==> config.mk <==
export PLATFORM = sky130hd
export DESIGN_NAME = debug_viewer_flat
export DESIGN_NICKNAME = d
export VERILOG_FILES = /design/src/rtl/debug_viewer_pkg.sv /design/src/rtl/debug_viewer_if.sv /design/src/rtl/dbg_scan_timer.sv /design/src/rtl/debug_viewer.sv /design/src/flat_wrapper.sv
export SDC_FILE = /design/constraint.sdc
export NUM_CORES = 1
export LEC_CHECK = 0
export ABC_AREA = 1
export CAP_MARGIN = 30
export CORE_AREA = 2 2 414 416
export DETAILED_ROUTE_END_ITERATION = 6
export DIE_AREA = 0 0 416 418
export DONT_BUFFER_PORTS = 1
export PLACE_DENSITY = 0.3
export SYNTH_ARGS = -nofsm -noshare
export SYNTH_HDL_FRONTEND = slang
export SYNTH_SLANG_ARGS = --single-unit
==> constraint.sdc <==
create_clock -name clk -period 25.1 [get_ports clk]
set_input_delay 5.02 -clock clk [delete_from_list [all_inputs] [get_ports clk]]
set_output_delay 5.02 -clock clk [all_outputs]
set_load 0.02 [all_outputs]
==> src/rtl/debug_viewer_pkg.sv <==
// Shared types and constants for the register-file debug viewer.
// Holds the mode encoding, the unmapped-slot marker and the default slot table.
package dbg_pkg;

  typedef enum logic [1:0] {
    DBG_MANUAL = 2'd0,
    DBG_SCAN   = 2'd1,
    DBG_FREEZE = 2'd2,
    DBG_WATCH  = 2'd3
  } dbg_mode_e;

  localparam logic [31:0] DBG_UNMAPPED = 32'hDEADBEEF;

  // Default board view: $zero, $t0-$t4, $ra.
  localparam int DBG_NUM_SLOTS = 7;
  localparam int DBG_SLOT_MAP [DBG_NUM_SLOTS] = '{0, 8, 9, 10, 11, 12, 31};

endpackage

==> src/rtl/debug_viewer_if.sv <==
// Control inputs, register-file tap and display outputs of the debug viewer.
// master drives mode/select/buttons/regs; slave is the viewer itself.
interface debug_viewer_if
  import dbg_pkg::*;
#(
  parameter int DATA_W = 32,
  parameter int NREGS  = 32,
  parameter int SEL_W  = 4
);
  dbg_mode_e                    mode;
  logic [SEL_W-1:0]             sel;
  logic                         snap;
  logic                         clr_chg;
  logic [NREGS-1:0][DATA_W-1:0] regs;
  logic [DATA_W-1:0]            dbg_data;
  logic [SEL_W-1:0]             dbg_slot;
  logic                         dbg_chg;
  logic                         dbg_snapv;

  modport master (
    output mode, sel, snap, clr_chg, regs,
    input  dbg_data, dbg_slot, dbg_chg, dbg_snapv
  );

  modport slave (
    input  mode, sel, snap, clr_chg, regs,
    output dbg_data, dbg_slot, dbg_chg, dbg_snapv
  );
endinterface

==> src/rtl/dbg_scan_timer.sv <==
// Auto-scan prescaler and wrapping slot counter.
// slot is the value the slot register takes at this edge, so a registered consumer shows it with one clk latency.
module dbg_scan_timer #(
  parameter int SCAN_DIV  = 50_000_000,
  parameter int NUM_SLOTS = 7,
  parameter int SEL_W     = 4
) (
  input  logic             clk,
  input  logic             rst,
  input  logic             load,
  input  logic [SEL_W-1:0] load_slot,
  output logic [SEL_W-1:0] slot
);
  localparam int               CNT_W       = (SCAN_DIV > 1) ? $clog2(SCAN_DIV) : 1;
  localparam logic [CNT_W-1:0] CNT_LAST    = CNT_W'(SCAN_DIV - 1);
  localparam logic [SEL_W-1:0] SLOT_LAST   = SEL_W'(NUM_SLOTS - 1);
  localparam logic [SEL_W:0]   NUM_SLOTS_X = (SEL_W + 1)'(NUM_SLOTS);

  logic [CNT_W-1:0] cnt_q, cnt_d;
  logic [SEL_W-1:0] slot_q, slot_d;

  always_comb begin
    cnt_d  = cnt_q + 1'b1;
    slot_d = slot_q;
    if (load) begin
      cnt_d  = '0;
      slot_d = ({1'b0, load_slot} < NUM_SLOTS_X) ? load_slot : '0;
    end else if (cnt_q == CNT_LAST) begin
      cnt_d  = '0;
      slot_d = (slot_q == SLOT_LAST) ? '0 : slot_q + 1'b1;
    end
  end

  always_ff @(posedge clk or posedge rst) begin
    if (rst) begin
      cnt_q  <= '0;
      slot_q <= '0;
    end else begin
      cnt_q  <= cnt_d;
      slot_q <= slot_d;
    end
  end

  assign slot = slot_d;
endmodule

==> src/rtl/debug_viewer.sv <==
// Clocked debug view of the register file: manual, auto-scan, frozen snapshot and change-watch modes.
// Every output is registered; mode/sel/regs reach dbg_data/dbg_slot one clk later.
module debug_viewer
  import dbg_pkg::*;
#(
  parameter int DATA_W    = 32,
  parameter int NREGS     = 32,
  parameter int NUM_SLOTS = DBG_NUM_SLOTS,
  parameter int SEL_W     = 4,
  parameter int SLOT_MAP [NUM_SLOTS] = DBG_SLOT_MAP,
  parameter int SCAN_DIV  = 50_000_000
) (
  input logic          clk,
  input logic          rst,
  debug_viewer_if.slave bus
);
  localparam logic [DATA_W-1:0] UNMAP       = DATA_W'(DBG_UNMAPPED);
  localparam logic [SEL_W:0]    NUM_SLOTS_X = (SEL_W + 1)'(NUM_SLOTS);

  function automatic logic mapped(input logic [SEL_W-1:0] s);
    return {1'b0, s} < NUM_SLOTS_X;
  endfunction

  function automatic logic [DATA_W-1:0] resolve(input logic [NREGS-1:0][DATA_W-1:0] r,
                                                input logic [SEL_W-1:0] s);
    logic [DATA_W-1:0] v;
    v = UNMAP;
    for (int i = 0; i < NUM_SLOTS; i++)
      if (s == SEL_W'(i)) v = r[SLOT_MAP[i]];
    return v;
  endfunction

  dbg_mode_e         mode_q;
  logic [SEL_W-1:0]  sel_q;
  logic              snap_q;
  logic [DATA_W-1:0] prev_q;
  logic              chg_q;
  logic              snapv_q;
  logic [DATA_W-1:0] bank_q [NUM_SLOTS];
  logic [DATA_W-1:0] data_q;
  logic [SEL_W-1:0]  slot_q;

  logic              scan_load;
  logic [SEL_W-1:0]  scan_slot;
  logic [DATA_W-1:0] cur_val, bank_val, data_d;
  logic [SEL_W-1:0]  slot_d;
  logic              snap_rise, chg_set;

  assign scan_load = (bus.mode == DBG_SCAN) && (mode_q != DBG_SCAN);

  dbg_scan_timer #(
    .SCAN_DIV (SCAN_DIV),
    .NUM_SLOTS(NUM_SLOTS),
    .SEL_W    (SEL_W)
  ) u_scan (
    .clk      (clk),
    .rst      (rst),
    .load     (scan_load),
    .load_slot(bus.sel),
    .slot     (scan_slot)
  );

  always_comb begin
    cur_val  = resolve(bus.regs, bus.sel);
    bank_val = UNMAP;
    for (int i = 0; i < NUM_SLOTS; i++)
      if (bus.sel == SEL_W'(i)) bank_val = bank_q[i];
    snap_rise = bus.snap & ~snap_q;
    // Only a steady selection in steady WATCH can flag; entry and sel moves just re-arm prev.
    chg_set = (bus.mode == DBG_WATCH) && (mode_q == DBG_WATCH) && (bus.sel == sel_q) &&
              mapped(bus.sel) && (cur_val != prev_q);
    slot_d = bus.sel;
    data_d = cur_val;
    case (bus.mode)
      DBG_SCAN: begin
        slot_d = scan_slot;
        data_d = resolve(bus.regs, scan_slot);
      end
      DBG_FREEZE: data_d = snapv_q ? bank_val : '0;
      default: ;
    endcase
  end

  always_ff @(posedge clk or posedge rst) begin
    if (rst) begin
      mode_q  <= DBG_MANUAL;
      sel_q   <= '0;
      snap_q  <= 1'b0;
      prev_q  <= '0;
      chg_q   <= 1'b0;
      snapv_q <= 1'b0;
      data_q  <= '0;
      slot_q  <= '0;
      for (int i = 0; i < NUM_SLOTS; i++) bank_q[i] <= '0;
    end else begin
      mode_q <= bus.mode;
      sel_q  <= bus.sel;
      snap_q <= bus.snap;
      prev_q <= cur_val;
      chg_q  <= chg_set | (chg_q & ~bus.clr_chg);
      data_q <= data_d;
      slot_q <= slot_d;
      if (snap_rise) begin
        snapv_q <= 1'b1;
        for (int i = 0; i < NUM_SLOTS; i++) bank_q[i] <= bus.regs[SLOT_MAP[i]];
      end
    end
  end

  assign bus.dbg_data  = data_q;
  assign bus.dbg_slot  = slot_q;
  assign bus.dbg_chg   = chg_q;
  assign bus.dbg_snapv = snapv_q;
endmodule
==> src/flat_wrapper.sv <==
// flat-port wrapper written by rule: the top's interface ports become plain ports
module debug_viewer_flat import dbg_pkg::*;
#(
  parameter int DATA_W    = 32,
  parameter int NREGS     = 32,
  parameter int NUM_SLOTS = DBG_NUM_SLOTS,
  parameter int SEL_W     = 4,
  parameter int SLOT_MAP [NUM_SLOTS] = DBG_SLOT_MAP,
  parameter int SCAN_DIV  = 50_000_000
)
  (clk, rst, bus_mode, bus_sel, bus_snap, bus_clr_chg, bus_regs, bus_dbg_data, bus_dbg_slot, bus_dbg_chg, bus_dbg_snapv);
  debug_viewer_if #(.DATA_W(DATA_W), .NREGS(NREGS), .SEL_W(SEL_W)) bus_i ();
  input logic clk;
  input logic rst;
  input wire logic [$bits(bus_i.mode)-1:0] bus_mode;
  input wire logic [$bits(bus_i.sel)-1:0] bus_sel;
  input wire logic [$bits(bus_i.snap)-1:0] bus_snap;
  input wire logic [$bits(bus_i.clr_chg)-1:0] bus_clr_chg;
  input wire logic [$bits(bus_i.regs)-1:0] bus_regs;
  output wire logic [$bits(bus_i.dbg_data)-1:0] bus_dbg_data;
  output wire logic [$bits(bus_i.dbg_slot)-1:0] bus_dbg_slot;
  output wire logic [$bits(bus_i.dbg_chg)-1:0] bus_dbg_chg;
  output wire logic [$bits(bus_i.dbg_snapv)-1:0] bus_dbg_snapv;
  assign bus_i.mode = bus_mode;
  assign bus_i.sel = bus_sel;
  assign bus_i.snap = bus_snap;
  assign bus_i.clr_chg = bus_clr_chg;
  assign bus_i.regs = bus_regs;
  assign bus_dbg_data = bus_i.dbg_data;
  assign bus_dbg_slot = bus_i.dbg_slot;
  assign bus_dbg_chg = bus_i.dbg_chg;
  assign bus_dbg_snapv = bus_i.dbg_snapv;
  debug_viewer #(.DATA_W(DATA_W), .NREGS(NREGS), .NUM_SLOTS(NUM_SLOTS), .SEL_W(SEL_W), .SLOT_MAP(SLOT_MAP), .SCAN_DIV(SCAN_DIV)) u_core (.clk(clk), .rst(rst), .bus(bus_i));
endmodule
; ---- Yosys cells after proc, flatten, opt, wreduce, memory -nomap -nowiden
; Index checks and enable logic that the tools add are counted.
[totals]
regBits = 331
in_bits = 1034
output_inout_bits = 38
elab_cells = 83
[op_classes]
add_sub_neg = 2
magnitude_cmp = 1
n_eq_ne = 21
mux = 30
bitwise_logic = 5
reduce_logical = 7
[ops]
columns = operator, n
row1 = 32-bit two-way mux, 22
row2 = 32-bit one-hot mux with 2 select lines, 1
row3 = 26-bit two-way mux, 2
row4 = 32-bit != test, 1
row5 = 4-bit by 3-bit == test with 1-bit output (second input constant), 7
row6 = 26-bit by 1-bit adder with 26-bit output (second input constant), 1
row7 = 26-bit == test (second input constant), 1
row8 = 4-bit two-way mux, 5
row9 = 4-bit by 2-bit == test with 1-bit output (second input constant), 4
row10 = 4-bit by 1-bit == test with 1-bit output (second input constant), 2
row11 = 4-bit zero test, 2
row12 = 2-bit == test (second input constant), 3
row13 = 1-bit logical AND, 5
row14 = 4-bit by 1-bit adder with 4-bit output (second input constant), 1
row15 = 4-bit == test, 1
row16 = 4-bit by 3-bit less-than comparator with 1-bit output (second input constant), 1
row17 = 1-bit bitwise AND, 2
row18 = 2-bit by 1-bit == test with 1-bit output (second input constant), 1
row19 = 2-bit by 1-bit != test with 1-bit output (second input constant), 1
row20 = 1-bit NOT, 2
row21 = 1-bit bitwise OR, 1

; ---- Longest topological paths before layout
[depth]
ltp_word = 13
depth_mapped = 20
mapped_depth_nobuf = 19

; ---- Hierarchy
; Synthesis repeated with hierarchy kept, for this count alone.
[hier_totals]
cells_unflattened = 2499
hier_area_um2 = 18363.9
[modules_own_cells]
columns = module, n_inst, cells_each, area_each_um2, seq_area_each_um2
row1 = debug_viewer, 1, 2233, 16479.6, 7532.2
row2 = dbg_scan_timer, 1, 266, 1884.3, 750.7

; ---- Worst setup path before layout
; Ideal clock, no wire load.
[synth_timing]
kind = input port to flip-flop
from = input bus_mode[1]
to = register u_core.data_q[12], in the netlist u_core.bus.dbg_data[12]
setup_ns = 0.121
arrival_ns = 6.667
required_ns = 24.979
setup_slack_ns = 18.311
stages = 15
path_buffers = 2
cell_sequence = inv_1 > ha_1 > buf_2 > nand2_2 > nor2_1 > nand2_1 > nand2_8 > nand2_1 > nor2_2 > inv_2 > buf_6 > nor2_2 > nor2_1 > nand4_1 > a21oi_1
[synth_via]
elab_chain_len = 12
word_cells_on_any_way = 19
cone_classes = eq/ne: 8 / mux: 9 / reduce/logical: 2
[synth_lines]
columns = item, line_no
row1 = from (decl), flat_wrapper.sv:15  ; input wire logic [$bits(bus_i.mode)-1:0] bus_mode;
row2 = 2-bit by 1-bit == test with 1-bit output, "debug_viewer.sv:49, debug_viewer.sv:74"
row3 = 1-bit logical AND, debug_viewer.sv:49  ; assign scan_load = (bus.mode == DBG_SCAN) && (mode_q != DBG_SCAN);
row4 = 4-bit two-way mux, dbg_scan_timer.sv:25  ; if (load) begin
row5 = 4-bit zero test, debug_viewer.sv:29  ; if (s == SEL_W'(i)) v = r[SLOT_MAP[i]];
row6 = 32-bit two-way mux (7 in a row), debug_viewer.sv:29
row7 = 32-bit one-hot mux with 2 select lines (*), debug_viewer.sv:74  ; case (bus.mode)
row8 = via u_core.data_d[12], debug_viewer.sv:45  ; logic [DATA_W-1:0] cur_val, bank_val, data_d;
row9 = to (signal assigned), debug_viewer.sv:101  ; data_q <= data_d;
row10 = to (decl), debug_viewer.sv:40  ; logic [DATA_W-1:0] data_q;
; Mark *: on every way through the listed nets, which the timed path passes. The rest lies on a longest branch.
; A chain may end at the register's enable or synchronous reset.

; ---- Worst setup path after layout
[layout_timing]
from = input bus_sel[3]
to = register u_core.chg_q, in the netlist u_core.bus.dbg_chg
[layout_via]
elab_chain_len = 11
word_cells_on_any_way = 21
cone_classes = order compare: 1 / eq/ne: 8 / mux: 7 / bitwise: 1 / reduce/logical: 4
[layout_lines]
columns = item, line_no
row1 = from (decl), flat_wrapper.sv:16  ; input wire logic [$bits(bus_i.sel)-1:0] bus_sel;
row2 = 4-bit zero test, debug_viewer.sv:29
row3 = 32-bit two-way mux (6 in a row), debug_viewer.sv:29
row4 = 32-bit two-way mux (*), debug_viewer.sv:29
row5 = via u_core.cur_val[9], debug_viewer.sv:45
row6 = 32-bit != test (*), debug_viewer.sv:71  ; mapped(bus.sel) && (cur_val != prev_q);
row7 = 1-bit logical AND (*), debug_viewer.sv:71
row8 = 1-bit bitwise OR (*), debug_viewer.sv:100  ; chg_q <= chg_set | (chg_q & ~bus.clr_chg);
row9 = to (signal assigned), debug_viewer.sv:100
row10 = to (decl), debug_viewer.sv:37  ; logic chg_q;
; Marked as above.

==> impl_metrics.py <==
metrics = {
    "global_routing": {
        "antenna_found_initial": 26,
        "grt_pass1_vias": 16700,
        "use_met1": 0.114,
        "grt_pass1_wl_um": 142000,
        "grt_overflow_total": 0,
        "met2_usage": 0.237,
        "grt_use_total": 0.118,
        "grt_use_met3": 0.0295,
        "grt_busiest_layer": "met2",
        "grt_max_degree": 140,
    },
    "timing": {
        "fin_crit_ns": 8.23,
        "relSlewSlack": 0.349,
        "setup_viol": 0,
        "post-route-period-util": 0.328,
        "timing.fmax_mhz": 122,
        "setup_ws_ns": 16.87,
        "hold_viol": 0,
        "fin_setup_tns_ns": 0,
        "rsz0062_at_grt": "false",
        "maxSlewViolCount": 0,
        "hold_slack_ns": 0.469,
        "worstMarginPinSlew_ns": 0.976,
        "clock_skew_ns": 0.0344,
    },
    "yosys": {
        "synthFlopType": "dfrtp_1",
        "ys_seq_area_frac": 0.446,
        "yosysTopAreaCell": "dfrtp_1",
        "synth_edf_count": 0,
        "synth_area_leaders": "dfrtp_1 (45%), nand2_1 (12%), o21ai_0 (7.4%), inv_1 (6.8%), nor2_1 (4.3%)",
        "synth_top_cells_by_count": "nand2_1 (617), inv_1 (336), dfrtp_1 (331)",
        "yosysWarnings": 0,
        "synth_most_common_cell": "nand2_1",
        "syn_avg_cell_area_um2": 7.38,
        "synthesis.nets": 3555,
        "ys_ff_latch": 331,
        "synth_top_area_share": 0.446,
        "synth_area_mm2": 0.0186,
        "synthArstFlopShare": 1.00,
        "synth_cells": 2517,
        "ys_types": 48,
    },
    "placed_design": {
        "placed_cell_area_mm2": 0.0209,
        "port_buffers": 0,
        "pre_cts_ws_ns": 16.12,
        "place_congestion": 0.758,
        "hpwl_um": 79000,
        "dp.cells": 4627,
    },
    "floorplanning": {
        "rows": 151,
        "io_pins": 1072,
        "core_mm2": 0.169,
        "dieArea_mm2": 0.174,
        "initial_core_util": 0.110,
        "die-height_um": 418,
        "die_x_um": 416,
    },
    "finish": {
        "fin_area_mm2": 0.0223,
        "nets": 3492,
        "num-fill-cells": 19500,
        "final_cell_count_no_fill": 4716,
        "area_growth_pct": 20.3,
        "post-route-util": 0.132,
        "drive_gt1_frac": 0.0766,
    },
    "routing": {
        "via_per_inst": 3.52,
        "drt.antenna.violating_nets": 0,
        "avgRoutedWirePerCell_um": 22.2,
        "initialDrtViolationCount": 1057,
        "drc": 0,
        "drtPass1Iterations": 7,
        "wl_um": 105000,
        "via_count": 16600,
    },
    "clocking": {
        "post-cts-setup-buffers": 0,
        "cts_num_sinks": 331,
        "numCtsBuffers": 43,
        "ctsResizeCount": 0,
        "root_buffer": "clkbuf_16",
        "h-tree-depth": 2,
        "insertion_delay_ns": 0.59,
        "path_clk_slew_ns": 0.06,
        "tritoncts": "yes",
        "ctsHoldBuffers": 0,
        "ctsLongestPathBuffers": 3,
    },
    "status": {
        "status": "finished clean",
    },
    "critical_path": {
        "start_kind": "input port",
        "crit_type": "input port to flip-flop",
        "endpoint_kind": "flip-flop",
        "cp.required_ns": 25.57,
        "critPathMaxFanout": 24,
        "worstPathArrival_ns": 8.70,
    },
    "worst_hold_path": {
        "hold_class": "flip-flop to flip-flop",
    },
    "run": {
        "max-cap-violations": 0,
    },
    "power": {
        "power.total_mw": 1.57,
        "total_leakage_power_nw": 9.91,
        "pwr_density_cell_mw_per_mm2": 70.4,
        "vdd_drop_max_v": 0.0000397,
    },
}
placed cells by master (no fill, tap or decap), types with 12 or more instances in the layout:
| cell | count |
|---|---|
| a21boi_1 | 19 |
| a21oi_1 | 107 |
| buf_4 | 30 |
| clkbuf_16 | 44 |
| dfrtp_1 | 331 |
| diode_2 | 18 |
| inv_1 | 334 |
| mux2_2 | 24 |
| nand2_1 | 613 |
| nand3_1 | 143 |
| nand3b_1 | 12 |
| nand4_1 | 54 |
| nor2_1 | 211 |
| nor2_2 | 13 |
| nor3_1 | 55 |
| o21ai_0 | 273 |
| o221ai_1 | 15 |
| o22ai_1 | 56 |
final cells by class:
type / count / area, um2 / share of cell area
well taps: 2218 / 2780 / 0.124
repair buffers: 31 / 245 / 0.0110
multi-input cells: 1700 / 8320 / 0.373
clock inverters: 8 / 109 / 0.00487
inverters: 347 / 1310 / 0.0587
clock buffers: 63 / 1250 / 0.0560
flip-flops and latches: 331 / 8280 / 0.371
diodes: 18 / 45.0 / 0.00202
where the power goes:
| part | internal, mW | leakage (nW) | switching (mW) |
|---|---|---|---|
| sequential | 0.598 | 4.02 | 0.0520 |
| clock | 0.365 | 0.669 | 0.269 |
| combinational | 0.0805 | 5.22 | 0.209 |
state kept, by name, indices dropped and copies added (netlist names):
| name | flops |
|---|---|
| u_core.bank_q | 224 |
| u_core.bus.dbg_data | 32 |
| u_core.prev_q | 32 |
| u_core.u_scan.cnt_q | 26 |
| u_core.bus.dbg_slot | 4 |
| u_core.sel_q | 4 |
| u_core.u_scan.slot_q | 4 |
| u_core.mode_q | 2 |
| u_core.bus.dbg_chg | 1 |
| u_core.bus.dbg_snapv | 1 |
| u_core.snap_q | 1 |
logic make-up after synthesis:
group | after synthesis | synth area share
AO/OA/AOI/OAI | 511 | 0.153
AND/OR/NAND/NOR | 1149 | 0.271
multiplexers | 24 | 0.0146
flip-flops | 331 | 0.446
adder cells (fa/ha/maj) | 4 | 0.00270
XOR/XNOR | 12 | 0.00566
buffers and inverters | 486 | 0.106
final timing paths:
| path | depth (start not counted) | to | from | slack [ns] |
|---|---|---|---|---|
| worst max-delay path | 18 | u_core.bus.dbg_chg | bus_sel[3] | 16.87 |
| worst min register to register | 1 | u_core.u_scan.cnt_q[0] | u_core.u_scan.cnt_q[0] | 0.47 |
| max in group asynchronous | 3 | u_core.bank_q[176] | rst | 18.56 |
| worst min-delay path | 1 | u_core.u_scan.cnt_q[0] | u_core.u_scan.cnt_q[0] | 0.47 |
| worst max register to register | 17 | u_core.bus.dbg_data[29] | u_core.u_scan.cnt_q[0] | 21.33 |
| min in group asynchronous | 1 | u_core.bus.dbg_data[19] | rst | 4.38 |
worst max-delay path, stage by stage:
cell	delay [ns]
nor2_1	0.03
buf_4	0.21
nand2_2	0.36
buf_4	0.37
buf_4	0.39
o22ai_1	0.12
nor3_1	0.61
nand4_1	0.40
inv_1	0.17
nand2_1	0.06
nand2_1	0.10
nand3_1	0.12
nor2_1	0.11
nand2_1	0.05
nor2_1	0.13
nand2_1	0.17
nand2_1	0.15
nand2_1	0.06
layer usage:
metal  wire length, um  vias to the layer above
met2             60300                      315
met3              5650                      123
met5               110                        -
li1                  -                     8055
met4              3320                       16
met1             35500                     8101
No activity file was read; power rests on OpenSTA's default activity.
